[src/rtl/datapath_pkg.sv]
// Shared constants for the multicycle MIPS-subset core: opcodes, functs,
// FSM state encodings and ALU operation codes.
package datapath_pkg;

    localparam logic [5:0] OP_RTYPE = 6'b000000;
    localparam logic [5:0] OP_ADDI  = 6'b001000;
    localparam logic [5:0] OP_LW    = 6'b100011;
    localparam logic [5:0] OP_SW    = 6'b101011;
    localparam logic [5:0] OP_BEQ   = 6'b000100;
    localparam logic [5:0] OP_J     = 6'b000010;

    localparam logic [5:0] FN_ADD = 6'b100000;
    localparam logic [5:0] FN_SUB = 6'b100010;
    localparam logic [5:0] FN_AND = 6'b100100;
    localparam logic [5:0] FN_OR  = 6'b100101;
    localparam logic [5:0] FN_SLT = 6'b101010;

    typedef enum logic [3:0] {
        ST_FETCH    = 4'd0,
        ST_DECODE   = 4'd1,
        ST_EXEC_R   = 4'd2,
        ST_WB_R     = 4'd3,
        ST_EXEC_I   = 4'd4,
        ST_WB_I     = 4'd5,
        ST_MEM_ADDR = 4'd6,
        ST_MEM_RD   = 4'd7,
        ST_MEM_WB   = 4'd8,
        ST_MEM_WR   = 4'd9,
        ST_BRANCH   = 4'd10,
        ST_JUMP     = 4'd11,
        ST_ERR      = 4'd12
    } state_t;

    typedef enum logic [2:0] {
        ALU_ADD = 3'd0,
        ALU_SUB = 3'd1,
        ALU_AND = 3'd2,
        ALU_OR  = 3'd3,
        ALU_SLT = 3'd4
    } alu_op_t;

    function automatic logic funct_legal(input logic [5:0] funct);
        return (funct == FN_ADD) || (funct == FN_SUB) || (funct == FN_AND) ||
               (funct == FN_OR)  || (funct == FN_SLT);
    endfunction

    function automatic alu_op_t funct_to_alu(input logic [5:0] funct);
        alu_op_t op;
        case (funct)
            FN_SUB:  op = ALU_SUB;
            FN_AND:  op = ALU_AND;
            FN_OR:   op = ALU_OR;
            FN_SLT:  op = ALU_SLT;
            default: op = ALU_ADD;
        endcase
        return op;
    endfunction

endpackage

[src/rtl/banco_registros_p.sv]
// Register file: two asynchronous read ports, one synchronous write port,
// register 0 hardwired to zero.
module banco_registros_p #(
    parameter int DATA_W = 32,
    parameter int REG_N  = 32,
    localparam int IDX_W = $clog2(REG_N)
) (
    input  logic              clk,
    input  logic              reset,
    input  logic [IDX_W-1:0]  raddr_a,
    input  logic [IDX_W-1:0]  raddr_b,
    output logic [DATA_W-1:0] rdata_a,
    output logic [DATA_W-1:0] rdata_b,
    input  logic              we,
    input  logic [IDX_W-1:0]  waddr,
    input  logic [DATA_W-1:0] wdata
);

    logic [DATA_W-1:0] regs [REG_N];

    always_ff @(posedge clk or posedge reset) begin
        if (reset) begin
            for (int i = 0; i < REG_N; i++) begin
                regs[i] <= '0;
            end
        end else if (we && (waddr != '0)) begin
            regs[waddr] <= wdata;
        end
    end

    assign rdata_a = (raddr_a == '0) ? '0 : regs[raddr_a];
    assign rdata_b = (raddr_b == '0) ? '0 : regs[raddr_b];

endmodule

[src/rtl/datapath_multiciclo.sv]
// Multicycle MIPS-subset core: one shared ALU and register file sequenced by
// an internal FSM, with fixed-latency instruction and data memory ports.
module datapath_multiciclo
    import datapath_pkg::*;
#(
    parameter int DATA_W = 32,
    parameter int REG_N  = 32,
    parameter int ADDR_W = 8
) (
    input  logic              clk,
    input  logic              reset,
    output logic [ADDR_W-1:0] imem_addr,
    input  logic [31:0]       imem_instr,
    output logic [ADDR_W-1:0] dmem_addr,
    output logic [DATA_W-1:0] dmem_wdata,
    output logic              dmem_we,
    output logic              dmem_re,
    input  logic [DATA_W-1:0] dmem_rdata,
    output logic [ADDR_W-1:0] pc,
    output logic [3:0]        state,
    output logic              retire,
    output logic              err
);

    localparam int IDX_W = $clog2(REG_N);

    state_t            state_r;
    logic [31:0]       ir;
    logic [ADDR_W-1:0] pc_r;
    logic [ADDR_W-1:0] target;
    logic [DATA_W-1:0] a_reg;
    logic [DATA_W-1:0] b_reg;
    logic [DATA_W-1:0] alu_out;

    logic [5:0]        op;
    logic [IDX_W-1:0]  rs_idx;
    logic [IDX_W-1:0]  rt_idx;
    logic [IDX_W-1:0]  rd_idx;
    logic [DATA_W-1:0] imm_ext;
    logic [DATA_W-1:0] rd_a;
    logic [DATA_W-1:0] rd_b;
    logic [ADDR_W-1:0] jump_target;

    alu_op_t           alu_op;
    logic [DATA_W-1:0] alu_b;
    logic [DATA_W-1:0] alu_y;

    logic              rf_we;
    logic [IDX_W-1:0]  rf_waddr;
    logic [DATA_W-1:0] rf_wdata;

    assign op      = ir[31:26];
    assign rs_idx  = ir[21 +: IDX_W];
    assign rt_idx  = ir[16 +: IDX_W];
    assign rd_idx  = ir[11 +: IDX_W];
    assign imm_ext = {{(DATA_W-16){ir[15]}}, ir[15:0]};

    // Upper pc bits above the 28-bit jump field survive only when ADDR_W > 28.
    assign jump_target = ADDR_W'({64'(pc_r) >> 28, ir[25:0], 2'b00});

    assign imem_addr  = pc_r;
    assign pc         = pc_r;
    assign state      = state_r;
    assign dmem_addr  = ADDR_W'(alu_out);
    assign dmem_wdata = b_reg;

    banco_registros_p #(
        .DATA_W (DATA_W),
        .REG_N  (REG_N)
    ) u_regs (
        .clk     (clk),
        .reset   (reset),
        .raddr_a (rs_idx),
        .raddr_b (rt_idx),
        .rdata_a (rd_a),
        .rdata_b (rd_b),
        .we      (rf_we),
        .waddr   (rf_waddr),
        .wdata   (rf_wdata)
    );

    always_comb begin
        alu_op = ALU_ADD;
        alu_b  = imm_ext;
        if (state_r == ST_EXEC_R) begin
            alu_op = funct_to_alu(ir[5:0]);
            alu_b  = b_reg;
        end
        alu_y = a_reg + alu_b;
        case (alu_op)
            ALU_SUB: alu_y = a_reg - alu_b;
            ALU_AND: alu_y = a_reg & alu_b;
            ALU_OR:  alu_y = a_reg | alu_b;
            ALU_SLT: alu_y = DATA_W'($signed(a_reg) < $signed(alu_b));
            default: alu_y = a_reg + alu_b;
        endcase
    end

    always_comb begin
        rf_we    = 1'b0;
        rf_waddr = rd_idx;
        rf_wdata = alu_out;
        case (state_r)
            ST_WB_R: rf_we = 1'b1;
            ST_WB_I: begin
                rf_we    = 1'b1;
                rf_waddr = rt_idx;
            end
            ST_MEM_WB: begin
                rf_we    = 1'b1;
                rf_waddr = rt_idx;
                rf_wdata = dmem_rdata;
            end
            default: rf_we = 1'b0;
        endcase
    end

    // Strobes and retire are set on entry to their state so they are
    // registered and last exactly one cycle.
    always_ff @(posedge clk or posedge reset) begin
        if (reset) begin
            state_r <= ST_FETCH;
            pc_r    <= '0;
            ir      <= '0;
            target  <= '0;
            a_reg   <= '0;
            b_reg   <= '0;
            alu_out <= '0;
            retire  <= 1'b0;
            dmem_we <= 1'b0;
            dmem_re <= 1'b0;
            err     <= 1'b0;
        end else begin
            retire  <= 1'b0;
            dmem_we <= 1'b0;
            dmem_re <= 1'b0;
            case (state_r)
                ST_FETCH: begin
                    ir      <= imem_instr;
                    pc_r    <= pc_r + ADDR_W'(4);
                    state_r <= ST_DECODE;
                end
                ST_DECODE: begin
                    a_reg  <= rd_a;
                    b_reg  <= rd_b;
                    target <= pc_r + ADDR_W'($signed({imm_ext, 2'b00}));
                    case (op)
                        OP_RTYPE: begin
                            if (funct_legal(ir[5:0])) begin
                                state_r <= ST_EXEC_R;
                            end else begin
                                state_r <= ST_ERR;
                                err     <= 1'b1;
                            end
                        end
                        OP_ADDI:      state_r <= ST_EXEC_I;
                        OP_LW, OP_SW: state_r <= ST_MEM_ADDR;
                        OP_BEQ: begin
                            state_r <= ST_BRANCH;
                            retire  <= 1'b1;
                        end
                        OP_J: begin
                            state_r <= ST_JUMP;
                            retire  <= 1'b1;
                        end
                        default: begin
                            state_r <= ST_ERR;
                            err     <= 1'b1;
                        end
                    endcase
                end
                ST_EXEC_R: begin
                    alu_out <= alu_y;
                    state_r <= ST_WB_R;
                    retire  <= 1'b1;
                end
                ST_EXEC_I: begin
                    alu_out <= alu_y;
                    state_r <= ST_WB_I;
                    retire  <= 1'b1;
                end
                ST_MEM_ADDR: begin
                    alu_out <= alu_y;
                    if (op == OP_LW) begin
                        state_r <= ST_MEM_RD;
                        dmem_re <= 1'b1;
                    end else begin
                        state_r <= ST_MEM_WR;
                        dmem_we <= 1'b1;
                        retire  <= 1'b1;
                    end
                end
                ST_MEM_RD: begin
                    state_r <= ST_MEM_WB;
                    retire  <= 1'b1;
                end
                ST_WB_R, ST_WB_I, ST_MEM_WB, ST_MEM_WR: state_r <= ST_FETCH;
                ST_BRANCH: begin
                    if (a_reg == b_reg) begin
                        pc_r <= target;
                    end
                    state_r <= ST_FETCH;
                end
                ST_JUMP: begin
                    pc_r    <= jump_target;
                    state_r <= ST_FETCH;
                end
                ST_ERR: state_r <= ST_ERR;
                default: begin
                    state_r <= ST_ERR;
                    err     <= 1'b1;
                end
            endcase
        end
    end

endmodule

[config.mk]
export PLATFORM = sky130hd
export DESIGN_NAME = datapath_multiciclo
export DESIGN_NICKNAME = d
export VERILOG_FILES = /design/src/rtl/datapath_pkg.sv /design/src/rtl/banco_registros_p.sv /design/src/rtl/datapath_multiciclo.sv
export SDC_FILE = /design/constraint.sdc
export NUM_CORES = 2
export LEC_CHECK = 0
export CAP_MARGIN = 40
export CORE_AREA = 2 2 404 406
export CTS_BUF_LIST = sky130_fd_sc_hd__clkbuf_8 sky130_fd_sc_hd__clkbuf_16
export CTS_CLUSTER_DIAMETER = 40
export DETAILED_ROUTE_END_ITERATION = 6
export DIE_AREA = 0 0 406 408
export GPL_TIMING_DRIVEN = 1
export SLEW_MARGIN = 20
export SYNTH_ARGS = -nofsm -noshare
export SYNTH_HDL_FRONTEND = slang
export SYNTH_SLANG_ARGS = --single-unit
[constraint.sdc]
create_clock -name clk -period 40.1 [get_ports clk]
set_clock_uncertainty 0.1 [all_clocks]
set_input_delay 10.025 -clock clk [delete_from_list [all_inputs] [get_ports clk]]
set_output_delay 10.025 -clock clk [all_outputs]
set_load 0.005 [all_outputs]
==> impl_results.md <==
* Initial antenna violation count at 3
* Sw frac at 44.3%
* Worst path required time at 40.97 ns
* CP peak stage delay at 0.61 ns
* Routed wire length at 229 mm
* Power share of the clock group at around a fifth
* Grt total ovfl at 0
* # setup viols final at 0
* F_max at 0.0774 GHz
* Area occupied by multi-input gates at 32,300 sq um
* Detail Route Antenna Nets at 0
* I/O pins at 130
* Net Switching at 0.00302 W
* Worst Hold Slack at 0.297 ns
* Synth Cell Area at 64,200 sq um
* Die X-Extent at 406 um
* Initial DRC count at 5,609
* Die Y at between 400 and 500 um
* Slew HR at 33.6%
* CTS buffer count at around 160
* Hold WC Path Type: flop to flop
* Hold_buf cts at 0
* RSZ-0062 raised after global routing: no
* Fill count at 14,943
* H-Tree Depth at 4
* Setup TNS at 0 ns
* First-pass GRT wire length at roughly 340 mm
* Flops & latches, synth at approximately 1,200
* Synth Instances at 6,338
* Vias in the first global route at 50,443
* Crit path kind: primary input to asynchronous set/reset pin
* Post-synthesis sequential area ratio at between 40% and 50%
* Most frequent cells in the layout: dfrtp_1, a21oi_1, nor2_1, nand2_1, o21ai_0
* Register Area at 29,500 sq um
* Measured slew at the worst slew-check pin at 0.995 ns
* Ys flop type: dfrtp_1
* Fin. Hold Viols at 0
* Largest Register: u_regs.regs
* Crit. End Element: asynchronous set/reset pin
* Commonest non-fill, non-tap cell in the layout: dfrtp_1
* Critical path's most frequent cell: buf_4
* Placer Congestion at 0.961
* DRC viols at 0
* Num rows at 148
* I/O Buffers at 129
* Layout cell share with drive strength beyond 1 at 16.9%
* Startpoint type of the worst setup path: primary input
* Fin crit share at between 30% and 40%
* Slowest cell on crit path: buf_12
* Min Clock Period, post-route at roughly 13 ns
* Net count after synthesis at 6,510
* Clock-pin slew on the worst setup and hold paths at 0.05 ns
* Core area at 162,000 sq um
* CTS sink count at between 1,000 and 1,500
* CTS max path bufs at 3
* Syn-to-layout area delta at 14.8%
* N_diodes at 0
* Starting Density at 39.7%
* Status: complete, no violations
* Sequence of cells on the critical path: clkdlybuf4s50_1, clkinvlp_4, buf_4, buf_4, buf_12, buf_4, buf_4, buf_16, buf_4, buf_16
* Final net count at around 6,300
* CTS tree: done
* CTS root buf: clkbuf_16
* DR pass1 iterations at 6
* Arr. time, crit path at 13.79 ns
* Post-synth EDFFs at 0
* Slew Viols, Final at 0
* Routed vias at ~50,000
* Total track usage at between 20% and 30%
* Later-pin clock latency in the skew report at around 0.81 ns
* Synth Area per Inst at between 10 and 15 sq um
* Via density at 6.07
* Max reg flops at 1,024
* Largest net degree at the start of global routing at 160
* Pint at roughly 0.0038 W
* Sequential power share at roughly 30%
* Crit path max fanout at 159
* Total Die Area at roughly 170,000 sq um
* HPWL Detailed at 143 mm
* Async SR Flop Fraction at 100%
* Post-CTS Setup Repair Bufs at 0
* Max-cap viol count at 0
* Wire length per cell at 27.0 um
* PwrDens at 92.6 nW/um^2
* Peak supply drop at 0.0664 mV
* Yosys cell types at 81
* Pleak at 28.8 nW
* Comb pwr share at 49.0%
* Post-cts sizing count at 0
* Syn. warnings at 0
-- layout make-up --
cell class              count  area share [%]
multi-input cells        4422            43.9
well taps                2175            3.69
inverters                 102           0.524
clock buffers             179            5.79
flip-flops and latches   1176            40.0
clock inverters           111            1.52
repair buffers            310            4.64
-- routing by layer --
layer	vias to the layer above	GRT usage, %	share of wire (%)
met5	-	0	0.0083
met1	26055	36.9	41
met3	505	5.19	8.0
met4	2	11.4	4.3
li1	22580	-	-
met2	2320	43.4	47
-- cell usage after synthesis, types with 20 or more instances --
library cell / n / area share [%]
ha_1: 103 / 2.0
a221oi_1: 31 / 0.42
a211oi_1: 20 / 0.23
inv_1: 102 / 0.60
mux4_2: 373 / 13
mux2i_1: 307 / 4.8
xor2_1: 34 / 0.46
nor3_1: 59 / 0.46
nand3_1: 23 / 0.18
clkbuf_1: 500 / 2.9
o22ai_1: 133 / 1.3
nand2_1: 493 / 2.9
dfrtp_1: 1176 / 46
a21oi_1: 943 / 7.3
a22o_1: 36 / 0.49
buf_2: 45 / 0.35
o21ai_0: 484 / 3.8
o221ai_1: 89 / 1.2
o211ai_1: 26 / 0.30
nor2_1: 858 / 5.0
nand2b_1: 27 / 0.26
buf_1: 75 / 0.44
mux2_2: 141 / 2.5
-- through the flow --
step	cell area (sq um)	utilization (%)	instances	setup slack, ns	power [W]
global placement	67300	41.6	8136	24.57	0.00523
finish	73700	45.6	8475	27.18	0.00682
CTS	73400	45.4	8462	26.30	0.00676
global route	73700	45.6	8475	26.75	0.00717
floorplan	64200	-	6338	13.74	0.00416
detailed placement	68000	42.1	8172	25.45	0.00531
-- critical path: cells and delay by family --
family   cells  cell delay [ns]
buf+inv     10             3.55
-- worst paths after layout --
check	start	endpoint	slack (ns)	cells after the start
max in group clk	dmem_wdata[11]$_DFFE_PP0P_	dmem_wdata[11]	27.83	1
min in group asynchronous	reset	ir[4]$_DFFE_PP0P_	9.51	3
worst min-delay path	u_regs.regs[1008]$_DFFE_PP0P_	u_regs.regs[1008]$_DFFE_PP0P_	0.30	0
worst min register to register	u_regs.regs[1008]$_DFFE_PP0P_	u_regs.regs[1008]$_DFFE_PP0P_	0.30	0
worst max-delay path	reset	u_regs.regs[551]$_DFFE_PP0P_	27.18	10
worst max register to register	state[1]$_DFF_PP0_	alu_out[0]$_DFFE_PP0P_	33.68	16
-- power by group through the flow --
stage | Sequential (W) | Combinational, W | Clock, W
final | 0.00204 | 0.00334 | 0.00144
after global routing | 0.00209 | 0.00358 | 0.00150
after CTS | 0.00203 | 0.00328 | 0.00146
after detailed placement | 0.00204 | 0.00326 | 0
after global placement | 0.00202 | 0.00321 | 0
after floorplan | 0.00183 | 0.00233 | 0
-- kinds of logic (layout without fill, tap and decap cells) --
logic type / after synthesis / after routing / share of synthesized area (%)
buffers and inverters: 740 / 702 / 4.52
adders and majority gates: 106 / 106 / 2.10
xor gates and xnor gates: 51 / 51 / 0.695
muxes: 821 / 821 / 20.3
and+or+nand+nor: 1556 / 1556 / 9.80
AOI/OAI and AO/OA: 1888 / 1888 / 16.7
DFF: 1176 / 1176 / 45.8
Power figures use the tool's default switching activity.
